$ cat config.mk
export PLATFORM = sky130hd
export DESIGN_NAME = minimax_mmio_uart
export DESIGN_NICKNAME = d
export VERILOG_FILES = /design/src/rtl/minimax_mmio_uart.sv
export SDC_FILE = /design/constraint.sdc
export NUM_CORES = 1
export LEC_CHECK = 0
export ABC_AREA = 1
export ABC_CLOCK_PERIOD_IN_PS = 5900
export BUFFER_PORTS_ARGS = -buffer_cell sky130_fd_sc_hd__buf_2
export CORE_MARGIN = 2
export CORE_UTILIZATION = 35
export DETAILED_ROUTE_END_ITERATION = 12
export GPL_ROUTABILITY_DRIVEN = 0
export PLACE_DENSITY = 0.54
export SETUP_SLACK_MARGIN = 0.15
export SLEW_MARGIN = 20
export SYNTH_ARGS = -nofsm -noshare
export SYNTH_HDL_FRONTEND = slang
export SYNTH_SLANG_ARGS = --single-unit
$ cat constraint.sdc
create_clock -name clk -period 5.9 [get_ports clk]
set_input_delay 0.295 -clock clk [delete_from_list [all_inputs] [get_ports clk]]
set_output_delay 0.295 -clock clk [all_outputs]
set_load 0.02 [all_outputs]
$ cat src/rtl/minimax_mmio_uart.sv
// minimax MMIO block: buffered 8N1 console transmitter
// plus a sticky exit register for halting the run.
module minimax_mmio_uart #(
  parameter logic [31:0] MMIO_BASE  = 32'hFFFFFFF0,
  parameter int          CLK_DIV    = 16,
  parameter int          FIFO_DEPTH = 8
) (
  input  logic        clk,
  input  logic        reset,
  input  logic [31:0] addr,
  input  logic [31:0] wdata,
  input  logic [3:0]  wmask,
  input  logic        rreq,
  output logic [31:0] rdata,
  output logic        sel,
  output logic        txd,
  output logic        exit_valid,
  output logic [31:0] exit_code
);

  localparam int AW = $clog2(FIFO_DEPTH);
  localparam int DW = $clog2(CLK_DIV);
  localparam logic [DW-1:0] DIV_LAST = DW'(CLK_DIV - 1);
  localparam logic [AW:0]   FULL_CNT = (AW+1)'(FIFO_DEPTH);

  typedef enum logic [1:0] {
    IDLE,
    START,
    DATA,
    STOP
  } state_t;

  state_t        state, state_n;
  logic [DW-1:0] div, div_n;
  logic [2:0]    bitc, bitc_n;
  logic [7:0]    sh, sh_n;
  logic          pop;

  logic [7:0]  mem [FIFO_DEPTH];
  logic [AW:0] wptr, rptr, count;
  logic        full, empty, ovf;
  logic [7:0]  head;

  logic        wr, wr_tx, wr_st, wr_exit;
  logic        rd_st, rd_exit;
  logic        push_ok, div_end;
  logic [31:0] status, rd_val;
  logic        unused_addr;

  assign sel     = addr[31:4] == MMIO_BASE[31:4];
  assign wr      = sel && (wmask == 4'hF);
  assign wr_tx   = wr && (addr[3:2] == 2'd0);
  assign wr_st   = wr && (addr[3:2] == 2'd1);
  assign wr_exit = wr && (addr[3:2] == 2'd3);
  assign rd_st   = addr[3:2] == 2'd1;
  assign rd_exit = addr[3:2] == 2'd3;

  assign unused_addr = &{1'b0, addr[1:0]};

  assign count   = wptr - rptr;
  assign full    = count == FULL_CNT;
  assign empty   = wptr == rptr;
  assign head    = mem[rptr[AW-1:0]];
  assign push_ok = wr_tx && !full;
  assign div_end = div == DIV_LAST;

  assign status = {28'd0, ovf, state != IDLE, empty, full};

  // FIFO storage; contents are don't-care once pointers reset
  always_ff @(posedge clk) begin
    if (push_ok)
      mem[wptr[AW-1:0]] <= wdata[7:0];
  end

  // FIFO pointers and sticky overflow
  always_ff @(posedge clk or negedge reset) begin
    if (!reset) begin
      wptr <= '0;
      rptr <= '0;
      ovf  <= 1'b0;
    end else begin
      if (push_ok)
        wptr <= wptr + (AW+1)'(1);
      if (pop)
        rptr <= rptr + (AW+1)'(1);
      if (wr_tx && full)
        ovf <= 1'b1;
      else if (wr_st && wdata[3])
        ovf <= 1'b0;
    end
  end

  // First EXIT write wins and sticks until reset
  always_ff @(posedge clk or negedge reset) begin
    if (!reset) begin
      exit_valid <= 1'b0;
      exit_code  <= '0;
    end else if (wr_exit && !exit_valid) begin
      exit_valid <= 1'b1;
      exit_code  <= wdata;
    end
  end

  // Read mux over pre-edge register values
  always_comb begin
    rd_val = '0;
    unique case (1'b1)
      rd_st:   rd_val = status;
      rd_exit: rd_val = exit_code;
      default: rd_val = '0;
    endcase
  end

  // Registered read data, held when not addressed
  always_ff @(posedge clk or negedge reset) begin
    if (!reset)
      rdata <= '0;
    else if (rreq && sel)
      rdata <= rd_val;
  end

  // UART state register
  always_ff @(posedge clk or negedge reset) begin
    if (!reset) begin
      state <= IDLE;
      div   <= '0;
      bitc  <= '0;
      sh    <= '0;
    end else begin
      state <= state_n;
      div   <= div_n;
      bitc  <= bitc_n;
      sh    <= sh_n;
    end
  end

  // UART next state, pop and serial line
  always_comb begin
    state_n = state;
    div_n   = div;
    bitc_n  = bitc;
    sh_n    = sh;
    pop     = 1'b0;
    txd     = 1'b1;
    unique case (state)
      IDLE: begin
        div_n = '0;
        if (!empty) begin
          pop     = 1'b1;
          sh_n    = head;
          state_n = START;
        end
      end
      START: begin
        txd   = 1'b0;
        div_n = div_end ? '0 : div + DW'(1);
        if (div_end) begin
          bitc_n  = '0;
          state_n = DATA;
        end
      end
      DATA: begin
        txd   = sh[0];
        div_n = div_end ? '0 : div + DW'(1);
        if (div_end) begin
          sh_n = {1'b0, sh[7:1]};
          if (bitc == 3'd7) begin
            bitc_n  = '0;
            state_n = STOP;
          end else begin
            bitc_n = bitc + 3'd1;
          end
        end
      end
      STOP: begin
        txd   = 1'b1;
        div_n = div_end ? '0 : div + DW'(1);
        if (div_end) begin
          if (!empty) begin
            pop     = 1'b1;
            sh_n    = head;
            state_n = START;
          end else begin
            state_n = IDLE;
          end
        end
      end
      default: state_n = IDLE;
    endcase
  end

endmodule
# ---- Word-level counts from Yosys, hierarchy flattened
# Memory sizes are Yosys's and may differ from the RTL's.
# Cells that the tools add are included.
dict set report totals {
  reg_bits 91
  ramBits 64
  input_bits 71
  output_inout_bits 67
  wordCells 79
  mem_count 1
}
# name depth width rd rd_clocked_by_memory_dff write_ports line
set mem_list {}
lappend mem_list {mem 8 8 1 0 1 39} ;# logic [7:0] mem [FIFO_DEPTH];
dict set report classes {
  n_addsub 5
  n_eq_ne 16
  mux 26
  n_reduce_logical 21
}
# cell count
set op_table {}
lappend op_table {{$pmux 32 s2} 1}
lappend op_table {{$eq 28x28->1 const B} 1}
lappend op_table {{$mux 8} 3}
lappend op_table {{$pmux 8 s3} 1}
lappend op_table {{$add 4x1->4 const B} 3}
lappend op_table {{$eq 4x4->1 const B} 3}
lappend op_table {{$mux 2} 5}
lappend op_table {{$ne 2x2->1 const B} 5}
lappend op_table {{$logic_and 1x1->1} 9}
lappend op_table {{$mux 3} 3}
lappend op_table {{$pmux 2 s4} 1}
lappend op_table {{$pmux 4 s2} 1}
lappend op_table {{$mux 1} 7}
lappend op_table {{$eq 2x2->1 const B} 3}
lappend op_table {{$pmux 3 s2} 1}
lappend op_table {{$reduce_and 3->1} 2}
lappend op_table {{$reduce_bool 2->1} 3}
lappend op_table {{$reduce_and 5->1} 1}
lappend op_table {{$eq 2x1->1 const B} 2}
lappend op_table {{$eq 4x4->1} 1}
lappend op_table {{$logic_not 2->1} 2}
lappend op_table {{$mux 4} 1}
lappend op_table {{$pmux 1 s2} 2}
lappend op_table {{$sub 4x4->4} 1}
lappend op_table {{other kinds (5)} 6}

# ---- Logic depth before layout (Yosys ltp)
dict set report depth {
  depth_word 6
  ltp_mapped 12
  ltp_nobuf 11
}

# ---- Worst setup path after synthesis
# No wires, ideal clock.
dict set report synth_timing {
  path_type {flip-flop to flip-flop}
  start {register rptr[2]}
  end {memory mem[0][0], enable pin}
  setup_time_ns 0.370
  arrival_time_ns 2.133
  required_time_ns 5.530
  slack_ns 3.396
  path_stages_with_launch 10
  path_buffers 1
  synth_period_minus_slack_ns 2.504
  path_cell_list {dfrtp_1 > clkbuf_1 > inv_2 > ha_1 > inv_1 > nor3_1 > nor2_2 > nand2_1 > nand3_1 > nor2_1}
}
dict set report synth_via {
  elab_chain_cells 6
}
# element line
set synth_lines {}
lappend synth_lines {{from (decl)} 40} ;# logic [AW:0] wptr, rptr, count;
lappend synth_lines {{from (signal assigned)} 85} ;# rptr <= rptr + (AW+1)'(1);
lappend synth_lines {{$sub 4x4->4} 60} ;# assign count = wptr - rptr;
lappend synth_lines {{$eq 4x4->1} 61} ;# assign full = count == FULL_CNT;
lappend synth_lines {{$logic_not 1->1} 64} ;# assign push_ok = wr_tx && !full;
lappend synth_lines {{$logic_and 1x1->1} 64}
lappend synth_lines {{$mux 1} 71} ;# if (push_ok)
lappend synth_lines {{$mux 1 (not written as such)} 72} ;# mem[wptr[AW-1:0]] <= wdata[7:0];
lappend synth_lines {{to (decl)} 39}
# Every way passes these cells.

# ---- Worst setup path in the final report
dict set report layout_timing {
  start {register rptr[1]}
  end {memory mem[4][2], enable pin}
}
# The elaborated chain is that of the path after synthesis.

==> results.yml <==
setup_path:
  critPathSlowestCell: "dfrtp_1"
  critPathTopFamily: "simple AND/OR/NAND/NOR gates"
  path_cells: "inv_1, ha_1, inv_1, nor2_1, nor2_1, nand2_1, nand2_1, nand2_1, nand3_1, nor2_1"
  crit_path_start_kind: "flip-flop"
  reg2reg_depth: 10
  critPathBufInv: 2
  critical_path_arrival_ns: 3.69
  max_stage_delay_ns: 0.89
  worst-path-stages: 10
  critPathKind: "reg2reg"
  setup.worst_path.end_class: "flip-flop"
  crit_fanout: 23
  crit_required_ns: 5.96
floorplan:
  rows: 51
  die_w_um: 143.8
  core_area_sq_um: 19330
  die_h_um: 143.8
  pin_count: 138
  dieArea_sq_um: 20690
  start_util: 0.3539
routing:
  ant_nets: 0
  drt_iter0_markers: 341
  first_pass_iters: 5
  drc: 0
  wl_per_cell_um: 14.99
  finalWirelength_mm: 16.79
  dr_total_vias: 5161
  vias_per_cell: 4.608
timing:
  finalSetupViolCount: 0
  grt_setup_unrepaired: "false"
  fmax_mhz: 275.4
  fin_skew_ns: 0.02403
  fin_hold_ws_ns: 0.09228
  finalMaxSlewViolations: 0
  timing.final.crit_share: 0.6154
  worst_pin_slew_ns: 1.046
  fin_setup_tns_ns: 0
  finalHoldViolCount: 0
  maxSlewHeadroom: 0.3018
  finalCriticalPeriod_ns: 3.631
power:
  vdd.ir_drop.worst_mv: 0.1789
  combPwrFrac: 0.028
  power.internal_uw: 1714
  p_seq_frac: 0.511
  p_leak_uw: 0.004162
  switching_share: 0.2325
  powerDensity_nw_per_um2: 270.6
  clockPowerShare: 0.461
  netSwitchingPower_uw: 519.1
global_routing:
  grt_pass1_vias: 5120
  grt_util_all_layers: 0.1694
  grt_max_degree: 58
  gr-total-overflow: 0
  antenna_found_initial: 0
  grt_pass1_wl_mm: 26.72
clock_network:
  htree_levels: 4
  clkSinkCount: 155
  clk_latency_ns: 0.43
  cts_tree: "yes"
  cts_root_buf: "clkbuf_16"
  cts_hold_buf: 1
  postCtsSetupRepairBufs: 0
  path_clk_slew_ns: 0.07
  cts_resized: 0
  numCtsBuffers: 17
  cts_buffer_depth: 2
synth:
  synth_top_cell_area_share: 0.3328
  ys_ff_latch: 155
  yosysUniqueCellTypes: 33
  synthesis.area_sq_um: 6843
  synth_cells: 714
  ys_seq_area_frac: 0.6136
  synth_nets: 798
  ys_top_cells_by_area: "dfrtp_1 (33%), edfxtp_1 (28%), nand2_1 (12%)"
  ys_warn_count: 0
  yosysTopAreaCell: "dfrtp_1"
  synth_area_per_cell_sq_um: 9.584
place:
  port_buffers: 135
  place_hpwl_mm: 11.24
final_layout:
  multiInputGateArea_sq_um: 2302
  seq_area_sq_um: 4199
  diodes: 0
  area_delta_synth_final_pct: 20.57
  fin_nets: 926
  nFillCells: 1879
  drive_above_1_share: 0.2211
job:
  drv_cap: 0
worst_hold_path:
  holdCritPathClass: "in2reg"
  hold_depth: 3
run_status:
  outcome: "finished, final reports clean"
## metal layers
layer | GRT usage | vias to the layer above | routed length (um)
met1 | 0.2230 | 2404 | 7469
li1 | - | 2616 | -
met5 | 0 | - | 0
met2 | 0.2769 | 139 | 8268
met3 | 0.04665 | 2 | 1006
met4 | 0.04438 | 0 | 48
## final timing paths
check / slack (ns) / startpoint / endpoint
setup / recovery: 2.27 / rptr[1]$_DFFE_PN0P_ / mem[4][2]$_DFFE_PP_
min in group asynchronous: 0.38 / reset / sh[4]$_DFFE_PN0P_
hold / removal: 0.09 / wdata[9] / exit_code[9]$_DFFE_PN0P_
max in group asynchronous: 4.43 / reset / rdata[3]$_DFFE_PN0P_
setup reg to reg: 2.27 / rptr[1]$_DFFE_PN0P_ / mem[4][2]$_DFFE_PP_
hold reg to reg: 0.47 / rdata[2]$_DFFE_PN0P_ / rdata[2]$_DFFE_PN0P_
## final cells by class
class,count,area share
sequential,155,0.5089
multi-input combinational,490,0.2790
timing repair buffer,140,0.08705
clock buffer,17,0.05156
tap,265,0.04019
inverter,38,0.01729
clock inverter,15,0.01592
## cells in the mapped netlist
library cell,instances
a21oi_1,7
nand4_1,4
buf_4,7
o211ai_1,4
nor2_1,78
buf_2,11
or2_2,1
a31oi_1,5
xor2_1,6
o22ai_1,3
o21ai_0,37
edfxtp_1,64
buf_6,6
clkbuf_1,7
nor2_2,4
xnor2_1,1
a22o_1,1
inv_1,34
nand2_1,216
o21bai_1,1
nor2_4,1
dfrtp_1,91
o21ai_1,1
nand3_2,2
nand2_4,1
nand2_2,2
nand3b_1,1
inv_2,4
o21ai_4,1
nor2_8,1
nand3_1,98
ha_1,13
nor3_1,1
## registers in the layout, summed over array words and instances, names as in the netlist
| register | count |
|---|---|
| mem | 64 |
| bitc | 3 |
| ovf | 1 |
| rdata | 32 |
| rptr | 4 |
| sh | 8 |
| wptr | 4 |
| exit_valid | 1 |
| exit_code | 32 |
| div | 4 |
| state | 2 |
## cell families (layout without fill, tap and decap cells)
logic type / after synthesis / count (layout) / synth area share
XOR/XNOR: 7 / 7 / 0.008960
adder cells (fa/ha/maj): 13 / 13 / 0.02377
AND/OR/NAND/NOR: 410 / 410 / 0.2540
flip-flops: 155 / 155 / 0.6136
buffers and inverters: 69 / 210 / 0.05028
AO/OA/AOI/OAI: 60 / 60 / 0.04937
## power groups by stage
stage / clock network, uW / logic, uW / registers (uW)
3_5_place_dp: 0 / 65.4 / 1160
2_1_floorplan: 0 / 16.9 / 1160
3_3_place_gp: 0 / 64.1 / 1160
6_report: 1030 / 63.1 / 1140
5_1_grt: 1100 / 73.2 / 1140
4_1_cts: 1060 / 65.4 / 1140
## per-stage QoR
stage	cells	setup WS, ns	instance area (sq um)	utilization	power (uW)
floorplan	714	3.396	6843	-	1178
global placement	1087	2.265	7684	0.3974	1227
detailed placement	1087	2.205	7684	0.3974	1227
CTS	1120	2.209	8250	0.4267	2262
global route	1120	1.849	8250	0.4267	2314
finish	1120	2.269	8250	0.4267	2233
## worst register-to-register path: cells and delay by family, from the launching register on
family | cells | cell delay, ns
flops | 1 | 0.89
buf+inv | 2 | 0.56
simple gates | 7 | 1.38
fa+ha+maj | 1 | 0.46
## layout by cell type, fill, tap and decap left out, types with 2 or more instances in the layout
master	instances
nand2_1	216
buf_2	134
nand3_1	98
dfrtp_1	91
nor2_1	77
edfxtp_1	64
o21ai_0	37
inv_1	34
clkbuf_16	17
ha_1	13
a21oi_1	7
xor2_1	6
nor2_2	5
a31oi_1	5
inv_6	5
buf_4	5
inv_2	4
nand4_1	4
o211ai_1	4
o22ai_1	3
clkinv_2	3
inv_8	3
nand2_2	2
nand3_2	2
Note: power is estimated with default switching activity, not from simulation.
